--- config.mk ---
export PLATFORM = sky130hd
export DESIGN_NAME = trap_ctrl
export DESIGN_NICKNAME = d
export VERILOG_FILES = /design/src/rtl/trap_ctrl_pkg.sv /design/src/rtl/trap_ctrl.sv
export SDC_FILE = /design/constraint.sdc
export NUM_CORES = 1
export LEC_CHECK = 0
export ABC_AREA = 1
export CORE_MARGIN = 4
export CORE_UTILIZATION = 35
export CTS_BUF_LIST = sky130_fd_sc_hd__clkbuf_8 sky130_fd_sc_hd__clkbuf_16
export DETAILED_ROUTE_END_ITERATION = 7
export GPL_TIMING_DRIVEN = 0
export HOLD_SLACK_MARGIN = 0.05
export PLACE_DENSITY_LB_ADDON = 0.08
export SLEW_MARGIN = 20
export SYNTH_ARGS = -nofsm -noshare
export SYNTH_HDL_FRONTEND = slang
export SYNTH_SLANG_ARGS = --single-unit
--- constraint.sdc ---
create_clock -name clk -period 1.4 [get_ports clk]
set_clock_uncertainty 0.15 [all_clocks]
set_input_delay 0.14 -clock clk [delete_from_list [all_inputs] [get_ports clk]]
set_output_delay 0.14 -clock clk [all_outputs]
set_load 0.05 [all_outputs]
--- src/rtl/trap_ctrl_pkg.sv ---
// Shared definitions for the machine-mode trap sequencer: FSM state encoding,
// synchronous exception cause codes, the decoded-event record and small
// helpers used by trap_ctrl.
package trap_ctrl_pkg;

  // Sequencer states; the encoding is shared with the rest of the core.
  typedef enum logic [2:0] {
    ST_RUN      = 3'd0,
    ST_DRAIN    = 3'd1,
    ST_ENTER    = 3'd2,
    ST_REDIRECT = 3'd3,
    ST_RETURN   = 3'd4
  } state_t;

  // mcause values for the synchronous exceptions raised from execute.
  localparam logic [31:0] CAUSE_ILLEGAL    = 32'd2;
  localparam logic [31:0] CAUSE_BREAKPOINT = 32'd3;
  localparam logic [31:0] CAUSE_ECALL_M    = 32'd11;

  // Width of the inline drain watchdog counter.
  localparam int DRAIN_CNT_W = 8;

  // Result of looking at the execute-stage instruction in one cycle.
  // trap and mret are mutually exclusive; cause is meaningful only with trap.
  typedef struct packed {
    logic        trap;
    logic        mret;
    logic [31:0] cause;
  } event_t;

  // Prioritised event decode: interrupt, illegal, ebreak, ecall, then mret.
  function automatic event_t detect_event(
    input logic        valid,
    input logic        irq,
    input logic [31:0] irq_cause,
    input logic        illegal,
    input logic        ebreak,
    input logic        ecall,
    input logic        mret
  );
    event_t e;
    e = '0;
    if (valid) begin
      if (irq) begin
        e.trap  = 1'b1;
        e.cause = irq_cause;
      end else if (illegal) begin
        e.trap  = 1'b1;
        e.cause = CAUSE_ILLEGAL;
      end else if (ebreak) begin
        e.trap  = 1'b1;
        e.cause = CAUSE_BREAKPOINT;
      end else if (ecall) begin
        e.trap  = 1'b1;
        e.cause = CAUSE_ECALL_M;
      end else if (mret) begin
        e.mret  = 1'b1;
      end
    end
    return e;
  endfunction

  // Force a code address onto a 4-byte boundary.
  function automatic logic [31:0] align4(input logic [31:0] addr);
    return {addr[31:2], 2'b00};
  endfunction

endpackage

--- src/rtl/trap_ctrl.sv ---
// Machine-mode trap entry / MRET sequencer.
// Watches the execute-stage instruction, stalls and flushes the pipe on a
// trap or MRET, waits (bounded by DRAIN_MAX) for memory traffic to drain,
// pulses the CSR handshake and issues a one-cycle PC redirect.
// Optional feature: define TRAP_VECTORED_EN to send interrupts to
// mtvec base + 4*cause when mtvec is in vectored mode (mtvec[1:0]=2'b01).
module trap_ctrl
  import trap_ctrl_pkg::*;
#(
  parameter int DRAIN_MAX = 15  // 1..255
) (
  input  logic        clk,
  input  logic        rst,
  input  logic        ex_valid,
  input  logic [31:0] ex_pc,
  input  logic        ecall_i,
  input  logic        ebreak_i,
  input  logic        illegal_i,
  input  logic        mret_i,
  input  logic        pipe_busy,
  input  logic        interrupt_pending,
  input  logic [31:0] interrupt_cause,
  input  logic [31:0] mtvec,
  input  logic [31:0] mepc,
  output logic        stall_o,
  output logic        flush_o,
  output logic        trap_enter,
  output logic [31:0] trap_pc,
  output logic [31:0] trap_cause,
  output logic        mret_exec,
  output logic        redirect_valid,
  output logic [31:0] redirect_pc
);

  // Drain ends on the DRAIN cycle whose incremented count reaches DRAIN_MAX,
  // which puts forced entry at cycle DRAIN_MAX+1 after detection.
  localparam logic [DRAIN_CNT_W-1:0] DRAIN_LAST = DRAIN_CNT_W'(DRAIN_MAX - 1);

  state_t                 state;
  state_t                 next_state;
  event_t                 evt;
  logic                   run_trap;
  logic                   run_mret;
  logic                   drain_done;
  logic [31:0]            cause_q;
  logic [31:0]            pc_q;
  logic [DRAIN_CNT_W-1:0] drain_cnt;
  logic [31:0]            handler_pc;

  // The low mode/alignment bits of mtvec and mepc never form part of a
  // target address; they are gathered here so their non-use is explicit.
  logic unused_addr_bits;
  assign unused_addr_bits = &{1'b0, mtvec[1:0], mepc[1:0]};

  // Decode the execute-stage instruction; only acted upon while running.
  assign evt        = detect_event(ex_valid, interrupt_pending, interrupt_cause,
                                   illegal_i, ebreak_i, ecall_i, mret_i);
  assign run_trap   = (state == ST_RUN) && evt.trap;
  assign run_mret   = (state == ST_RUN) && evt.mret;
  assign drain_done = (drain_cnt >= DRAIN_LAST);

  // Handler address; interrupts may be vectored when the feature is built in.
  always_comb begin
    handler_pc = align4(mtvec);
`ifdef TRAP_VECTORED_EN
    if ((mtvec[1:0] == 2'b01) && cause_q[31]) begin
      handler_pc = align4(mtvec) + {25'd0, cause_q[4:0], 2'b00};
    end
`endif
  end

  // State register.
  // NOTE: clocked state uses non-blocking assignments so every flop samples
  // the pre-edge values, independent of the order blocks are evaluated.
  always_ff @(posedge clk or negedge rst) begin
    if (!rst) begin
      state <= ST_RUN;
    end else begin
      state <= next_state;
    end
  end

  // Next-state logic.
  // NOTE: every combinational output gets a default before the case so that
  // no path leaves it unassigned, which would otherwise infer a latch.
  always_comb begin
    next_state = state;
    unique case (state)
      ST_RUN: begin
        if (run_trap) begin
          next_state = ST_DRAIN;
        end else if (run_mret) begin
          next_state = ST_RETURN;
        end
      end
      ST_DRAIN: begin
        if (!pipe_busy || drain_done) begin
          next_state = ST_ENTER;
        end
      end
      ST_ENTER:    next_state = ST_REDIRECT;
      ST_REDIRECT: next_state = ST_RUN;
      ST_RETURN:   next_state = ST_RUN;
      default:     next_state = ST_RUN;
    endcase
  end

  // Trap context capture and the drain watchdog counter.
  // NOTE: these are plain registers, not a memory, so they take the async
  // reset and read as zero after reset like the rest of the block.
  always_ff @(posedge clk or negedge rst) begin
    if (!rst) begin
      cause_q   <= '0;
      pc_q      <= '0;
      drain_cnt <= '0;
    end else if (run_trap) begin
      cause_q   <= evt.cause;
      pc_q      <= ex_pc;
      drain_cnt <= '0;
    end else if (state == ST_DRAIN) begin
      drain_cnt <= drain_cnt + 1'b1;
    end
  end

  // Output decode; anything not driven in a state stays at zero.
  always_comb begin
    stall_o        = 1'b0;
    flush_o        = 1'b0;
    trap_enter     = 1'b0;
    trap_pc        = '0;
    trap_cause     = '0;
    mret_exec      = 1'b0;
    redirect_valid = 1'b0;
    redirect_pc    = '0;
    unique case (state)
      ST_RUN: begin
        // Stall/flush react in the detection cycle itself.
        stall_o = run_trap || run_mret;
        flush_o = run_trap || run_mret;
      end
      ST_DRAIN: begin
        stall_o = 1'b1;
      end
      ST_ENTER: begin
        stall_o    = 1'b1;
        trap_enter = 1'b1;
        trap_pc    = pc_q;
        trap_cause = cause_q;
      end
      ST_REDIRECT: begin
        stall_o        = 1'b1;
        flush_o        = 1'b1;
        redirect_valid = 1'b1;
        redirect_pc    = handler_pc;
      end
      ST_RETURN: begin
        stall_o        = 1'b1;
        flush_o        = 1'b1;
        mret_exec      = 1'b1;
        redirect_valid = 1'b1;
        redirect_pc    = align4(mepc);
      end
      default: begin
        stall_o = 1'b1;
      end
    endcase
  end

endmodule

=== Word-level counts from Yosys, hierarchy flattened ===
Cells that the tools add are included.

* Add/subtract/negate cells: 1
* Magnitude comparators: 1
* Eq/ne operators: 6
* Multiplexer cells: 28
* Reductions and logical operators: 9

{| class="wikitable"
|+ Operators by type and width
! kind !! count
|-
| 32-bit two-way mux || 3
|-
| 32-bit case mux with 2 select lines || 1
|-
| 34-bit two-way mux || 1
|-
| 8-bit two-way mux || 2
|-
| 1-bit two-way mux || 13
|-
| 4-bit two-way mux || 3
|-
| 3-bit two-way mux || 3
|-
| 3-bit case mux with 3 select lines || 1
|-
| 8-bit by 1-bit adder with 8-bit output, second input constant || 1
|-
| 8-bit by 4-bit >= comparator with 1-bit output, second input constant || 1
|-
| 3-bit by 2-bit equality test with 1-bit output, second input constant || 2
|-
| 3-bit by 1-bit equality test with 1-bit output, second input constant || 1
|-
| 3-bit equality test, second input constant || 1
|-
| 3-bit logical NOT || 1
|-
| 3-bit inequality test, second input constant || 1
|-
| 1-bit logical AND || 2
|-
| 1-bit logical OR || 2
|-
| 2-bit inequality test, second input constant || 1
|-
| 1-bit case mux with 2 select lines || 1
|-
| 2-bit AND reduction || 1
|-
| 2-bit nonzero test || 1
|-
| 2-bit OR reduction || 1
|-
| 1-bit logical NOT || 1
|}

* Register bits: 75
* Input port bits: 137
* Output and inout bits: 101
* Logic and storage cells: 49

=== Longest topological paths before layout ===
Gate-level depths: netlist of the first run.

* Depth after elaboration: 10
* Depth in mapped cells: 9
* Depth with buffers taken out: 7

=== Worst setup path after synthesis of the first run ===
Ideal clock, no wire load.

* Path type: flip-flop to output port
* From: register state[2]
* To: output redirect_pc[10]
* Arrival time: 1.905 ns
* Data required time: 1.110 ns
* Path slack: -0.795 ns
* Cell stages (with the launch flop): 5
* Path through: dfrtp_1 inv_1 nand3_1 clkbuf_1 o21ai_0

* Longest elaborated chain between the ends: 2
* Elaborated cells on any way between the ends: 3
* Those cells by class: eq/ne: 2; mux: 1

{| class="wikitable"
|+ RTL lines
! item !! RTL line !! RTL
|-
| start: declaration || trap_ctrl.sv:39 || <nowiki>state_t state;</nowiki>
|-
| start signal: assignment || trap_ctrl.sv:79 || <nowiki>state <= next_state;</nowiki>
|-
| 3-bit equality test / 3-bit by 2-bit equality test with 1-bit output (equally long branches) || trap_ctrl.sv:135 || <nowiki>unique case (state)</nowiki>
|-
| 32-bit case mux with 2 select lines (*) || trap_ctrl.sv:135 ||
|-
| end: declaration || trap_ctrl.sv:32 || <nowiki>output logic [31:0] redirect_pc</nowiki>
|}

Every way passes the cells marked *; elsewhere a longest branch is shown, timed or not.

=== Worst setup path after layout of the first run ===
* From: register state[0]
* To: output redirect_pc[6]

Same word-level chain as after synthesis.

==> impl_metrics.yaml, run 1 <==
synth:
  yosys_warnings: 0
  synthFlopType: "dfrtp_1"
  ys_ff_latch: 75
  async_reset_ff_share_pct: 100
  ys_types: 26
  synth_seq_area_share_pct: 44.5
  synth_top_cell_area_share_pct: 44.5
  synth_edf_count: 0
  syn_area_mm2: 0.00422
  avgSynthCellArea_um2: 7.55
  yosysTopAreaCell: "dfrtp_1"
  synthCells: 558
  synthTopCellsByArea: "dfrtp_1 45%, inv_1 9.8%, nand2_1 9.2%, nor2_1 7.0%, o21ai_0 5.7%"
placement:
  numPortBuffers: 230
  dp_hpwl_um: 11500
  gp_congestion: 0.813
  preCtsSetupSlack_ns: -0.959
cells_and_area:
  syn2layout_area_growth_pct: 109
  drive_gt1_share_pct: 42.0
  multi_input_area_mm2: 0.00267
  seqCellArea_mm2: 0.00188
  finalCoreUtilization_pct: 75.9
  antenna_cells: 0
  nNetsFinal: 970
  fill_cells: 797
global_route:
  grtUsageTotal_pct: 21.7
  first_global_vias: 4770
  grt_pass1_wl_um: 24600
  grt_max_degree: 42
  grt_overflow: 0
  antenna_found_initial: 0
floorplanning:
  initial_core_util_pct: 36.3
  die_w_um: 118
  core_mm2: 0.0116
  fp.dieH_um: 118
  die_area_mm2: 0.0139
  io_pins: 238
  rows: 39
run_status:
  status: "complete, but fails checks"
  violations: "setup timing"
timing:
  final_max_slew_viol_count: 0
  fmax_ghz: 0.517
  period_needed_ns: 1.93
  fin_ws_ns: -0.534
  finalSetupViolCount: 174
  tns_ns: -58.44
  rsz0062_at_grt: "true"
  finalCritPeriodShare_pct: 138
  final_hold_viol_count: 0
clock_tree:
  cts_buffer_depth: 2
  clock-root-buffer: "clkbuf_16"
  cts.sinks: 75
  clock_latency_ns: 0.32
  clk_pin_slew_worst_paths_ns: 0.05
  cts_buffers: 9
  tritoncts: "yes"
  h-tree-depth: 3
routing:
  viasPerCell: 4.81
  drc_errors: 0
  drtIter0Drc: 211
  vias: 4703
  antenna_left: 0
  wl_per_cell_um: 16.7
  routed_wl_um: 16400
  drtPass1Iterations: 4
run:
  cap_viol_max_count: 0
power:
  ir_drop_mv: 1.03
  power_density_mw_per_mm2: 1820
  power_leakage_nw: 3.91
  power_mw: 16.1
critical_path:
  worstPathRequired_ns: 1.11
  end_kind: "output port"
  crit_path_max_fanout: 7
  startpoint_type: "register"
  critPathKind: "reg2out"
  worstPathArrival_ns: 1.64
hold_path:
  worst_hold_path_type: "in2reg"
critical path, stage by stage, from the launching register on:
cell	delay [ns]
dfrtp_2	0.46
nor2_4	0.18
nand2_4	0.11
clkinv_8	0.10
clkbuf_16	0.15
nand2_1	0.09
o21ai_4	0.08
buf_8	0.16
cell type report:
cell class                 count  area share [%]
multi-input combinational    341            30.3
sequential                    75            21.3
clock inverter                 3           0.156
buffer                        33            5.16
timing repair buffer         261            33.1
tap                          143            2.03
clock buffer                  12            3.02
inverter                     110            4.90
synth_stat cells, types with 2 or more instances:
cell and n:
inv_1 110, nand2_1 103, nor2_1 79, dfrtp_1 75, o21ai_0 48, o21ai_1 28
nand3_2 20, o21ai_2 20, nand3_1 18, buf_2 17, clkbuf_1 7, nand4_1 6
a21oi_1 4, buf_4 4, buf_6 4, buf_8 2, ha_1 2, nand2_2 2
nor2_4 2
per-layer routing:
metal  routed length, µm  track usage (%)
met5                   0                0
met4                 228             5.79
met3                1190             7.06
met2                8860             39.6
met1                6100             24.2
cells in the final DEF (no fill, tap or decap), types with 2 or more instances in the layout:
master / count
o21ai_1: 29
nand2_2: 12
nand2_4: 10
o21ai_4: 29
o21ai_2: 21
clkbuf_16: 17
nand3_1: 15
nand4_1: 6
buf_6: 82
buf_2: 5
clkbuf_8: 3
buf_8: 35
buf_4: 22
nand3_4: 3
ha_1: 2
nor2_2: 3
conb_1: 2
dfrtp_2: 3
buf_16: 3
inv_2: 2
nor2_4: 67
dfrtp_1: 72
o21ai_0: 17
buf_12: 7
nand3_2: 20
clkdlybuf4s50_1: 130
clkinv_2: 2
inv_1: 106
a21oi_1: 4
nand2_1: 84
nor2_1: 13
cell families after synthesis:
kind of cell | Yosys count | synth area share [%]
simple gates | 236 | 26.2
buf+inv | 144 | 14.9
compound gates | 100 | 13.7
flops | 75 | 44.5
fa+ha+maj | 2 | 0.594
other cells | 1 | 0.0890
power breakdown:
part / internal [mW] / switching, mW / total, mW
registers: 3.12 / 0.336 / 3.45
logic: 4.13 / 6.36 / 10.5
clock network: 1.32 / 0.827 / 2.15
path summary, 6_finish.rpt:
check | start | endpoint | slack (ns) | cells past startpoint
worst max register to register | state[0] | cause_q[18] | -0.20 | 7
worst max-delay path | state[0] | redirect_pc[6] | -0.53 | 7
max in group asynchronous | rst | state[0] | 0.32 | 3
worst min-delay path | interrupt_pending | cause_q[1] | 0.10 | 6
worst min register to register | cause_q[1] | cause_q[1] | 0.35 | 2
min in group asynchronous | rst | cause_q[25] | 0.18 | 2
repair_timing:
item | CTS | global route
resized for setup | 718 | 84
setup endpoints to repair | 174 | 174
endpoints found under the hold margin | 75 | 0
pin swaps | 2 | 17
setup buffers | 6 | 14
gates cloned | 2 | 9
hold buffers | 1 | 0
registers in the layout, indices dropped and copies added, names as in the netlist:
register	cells
pc_q	32
drain_cnt	8
cause_q	32
state	3
metrics by stage:
stage                     instances  cell area, µm²  hold slack, ns
after floorplan                 559            5180          -0.306
after global placement          932            7670           0.334
after detailed placement        933            7680         -0.0273
after CTS                       957            8330          0.0893
after global routing            978            8820           0.112
final                           978            8820           0.101
Note: power is estimated with default switching activity, not from simulation.
==> run 2: changes to the inputs <==
--- a/config.mk
+++ b/config.mk
@@ -9,6 +9,7 @@
 export CORE_MARGIN = 4
 export CORE_UTILIZATION = 35
 export CTS_BUF_LIST = sky130_fd_sc_hd__clkbuf_8 sky130_fd_sc_hd__clkbuf_16
+export CTS_CLUSTER_SIZE = 28
 export DETAILED_ROUTE_END_ITERATION = 7
 export GPL_TIMING_DRIVEN = 0
 export HOLD_SLACK_MARGIN = 0.05
==> results of run 2 <==
Final layout, timing and power as in run 1 (identical DEF).
==> run 3: changes to the inputs <==
--- a/config.mk
+++ b/config.mk
@@ -6,9 +6,12 @@
 export NUM_CORES = 1
 export LEC_CHECK = 0
 export ABC_AREA = 1
+export CELL_PAD_IN_SITES_DETAIL_PLACEMENT = 0
+export CELL_PAD_IN_SITES_GLOBAL_PLACEMENT = 2
 export CORE_MARGIN = 4
-export CORE_UTILIZATION = 35
+export CORE_UTILIZATION = 18
 export CTS_BUF_LIST = sky130_fd_sc_hd__clkbuf_8 sky130_fd_sc_hd__clkbuf_16
+export CTS_CLUSTER_DIAMETER = 30
 export CTS_CLUSTER_SIZE = 28
 export DETAILED_ROUTE_END_ITERATION = 7
 export GPL_TIMING_DRIVEN = 0
==> run 3 against run 2 <==
Total power is 2.0% higher. Largest cell class unchanged. Die area is 87% higher. The run still ends with setup timing left. Final cell count is 18% higher. Sequential share of layout area is 0.41 points lower. Register-to-register slack worse by 0.04 ns. Global-route usage is 8.8 points lower. Cell area is 1.8% higher. Critical endpoint is now trap_pc[4]. Via count is 4.0% lower. Clock power is 13% higher. Clock-buffer cell count is 2 lower. Fmax is 0.44% lower. Highest routed layer unchanged. Critical path depth is 1 lower.
==> impl_metrics.yaml, run 3 (synthesis gave the netlist of run 1 again) <==
power:
  ir_drop_mv: 0.710
  power_mw: 16.4
  power_density_mw_per_mm2: 1830
  power_leakage_nw: 3.89
critical_path:
  cpPeakStageDelay_ns: 0.45
  worstPathArrival_ns: 1.65
  startpoint: "state[0]"
  r2r-end: "cause_q[1]"
  timing.rr.start: "state[0]"
  cpLargestDelayFamily: "buffers and inverters"
  critPathKind: "reg2out"
  r2r_cells: 7
  cpMostUsedCell: "nor2_4"
  slowest_stage: "dfrtp_2"
  startpoint_type: "register"
  path_buf_inv: 3
  crit_cells: 6
  crit_path_max_fanout: 8
  worstPathRequired_ns: 1.11
  end_kind: "output port"
  critPathCapture: "trap_pc[4]"
  ff2ff_setup_slack_ns: -0.24
  path_cells: "nor2_4, nand2_4, buf_12, buf_16, nor2_4, buf_8"
clock_tree:
  tritoncts: "yes"
  cts_buffer_depth: 2
  clock-root-buffer: "clkbuf_16"
  h-tree-depth: 3
  clk_pin_slew_worst_paths_ns: 0.06
  clock_latency_ns: 0.34
  cts.sinks: 75
  cts_buffers: 9
routing:
  wl_per_cell_um: 14.9
  viasPerCell: 3.92
  drtPass1Iterations: 4
  antenna_left: 0
  drtIter0Drc: 92
  drc_errors: 0
  routed_wl_um: 17100
  vias: 4513
hold_path:
  worst_hold_path_type: "in2reg"
  hp-start: "interrupt_pending"
  hold_depth: 6
placement:
  dpl.cell_count: 1103
  numPortBuffers: 230
  post_dp_cell_area_mm2: 0.00790
  dp_hpwl_um: 12800
  gp_congestion: 0.714
  preCtsSetupSlack_ns: -1.02
cells_and_area:
  top_regs: "cause_q x32, pc_q x32, drain_cnt x8"
  layout_common_cells: "130 x clkdlybuf4s50_1, 105 x inv_1, 99 x nand2_1"
  finalCoreUtilization_pct: 39.3
  final_cells: 1150
  nNetsFinal: 971
  drive_gt1_share_pct: 40.3
  syn2layout_area_growth_pct: 113
  seqCellArea_mm2: 0.00188
  fill_cells: 2304
  antenna_cells: 0
  fin_area_mm2: 0.00898
  layout_commonest_cell: "clkdlybuf4s50_1"
  multi_input_area_mm2: 0.00257
timing:
  finalSetupViolCount: 174
  period_needed_ns: 1.94
  fin_ws_ns: -0.542
  final_hold_viol_count: 0
  finalCritPeriodShare_pct: 139
  fmax_ghz: 0.515
  rsz0062_at_grt: "true"
  final_max_slew_viol_count: 0
global_route:
  first_global_vias: 4766
  grt_overflow: 0
  antenna_found_initial: 0
  grt_pass1_wl_um: 26800
  grtUsageTotal_pct: 12.9
  grt_max_degree: 44
floorplanning:
  initial_core_util_pct: 18.5
  fp.dieH_um: 161
  rows: 55
  die_area_mm2: 0.0259
  io_pins: 238
  core_mm2: 0.0228
  die_w_um: 161
run_status:
  status: "complete, but fails checks"
  violations: "setup timing"
run:
  cap_viol_max_count: 0
-- run 3: layer usage --
metal / vias up / wire length (µm) / track usage [%]
met3: 12 / 1280 / 4.03
met5: - / 0 / 0
li1: 2261 / - / -
met1: 2081 / 7680 / 16.8
met4: 0 / 184 / 3.18
met2: 159 / 7990 / 21.1
-- run 3: worst min-delay path by stage --
stage / endpoint / slack (ns)
global placement: cause_q[1] / 0.33
CTS: cause_q[1] / 0.09
finish: cause_q[1] / 0.10
floorplan: cause_q[0] / -0.31
global route: cause_q[1] / 0.14
detailed placement: cause_q[17] / -0.004
-- run 3: layout make-up --
type	instances	share of cell area (%)
plain buffers	33	5.06
clock buffers	10	2.66
clock inverters	6	0.711
inverters	110	4.67
multi-input cells	340	28.6
flip-flops and latches	75	20.9
well taps	313	4.36
repair buffers	263	33.0
-- run 3: worst register-to-register path, cell delays in order (launching register included) --
cell and delay, ns:
dfrtp_2 0.45, nor2_2 0.14, nand2_2 0.12, nor2_8 0.20
bufbuf_16 0.31, nand2_1 0.04, o21ai_0 0.06, inv_1 0.05
-- run 3: power breakdown --
group	switching (mW)	total (mW)	internal [mW]
logic	6.26	10.6	4.30
clock network	0.989	2.42	1.43
registers	0.315	3.42	3.11
total	7.56	16.4	8.84
-- run 3: timing repair --
action | 4_1_cts | 5_1_grt
hold buffers | 1 | 0
resized for setup | 711 | 45
pin swaps | 7 | 10
cloned | 4 | 6
endpoints found under the hold margin | 60 | 0
setup endpoints to repair | 174 | 174
buffers inserted | 13 | 8
-- run 3: per-stage QoR --
stage	hold slack [ns]	TNS, ns
floorplan	-0.306	-12.23
global placement	0.334	-344.65
detailed placement	-0.00354	-122.14
CTS	0.0914	-64.67
global route	0.142	-74.96
finish	0.101	-60.77
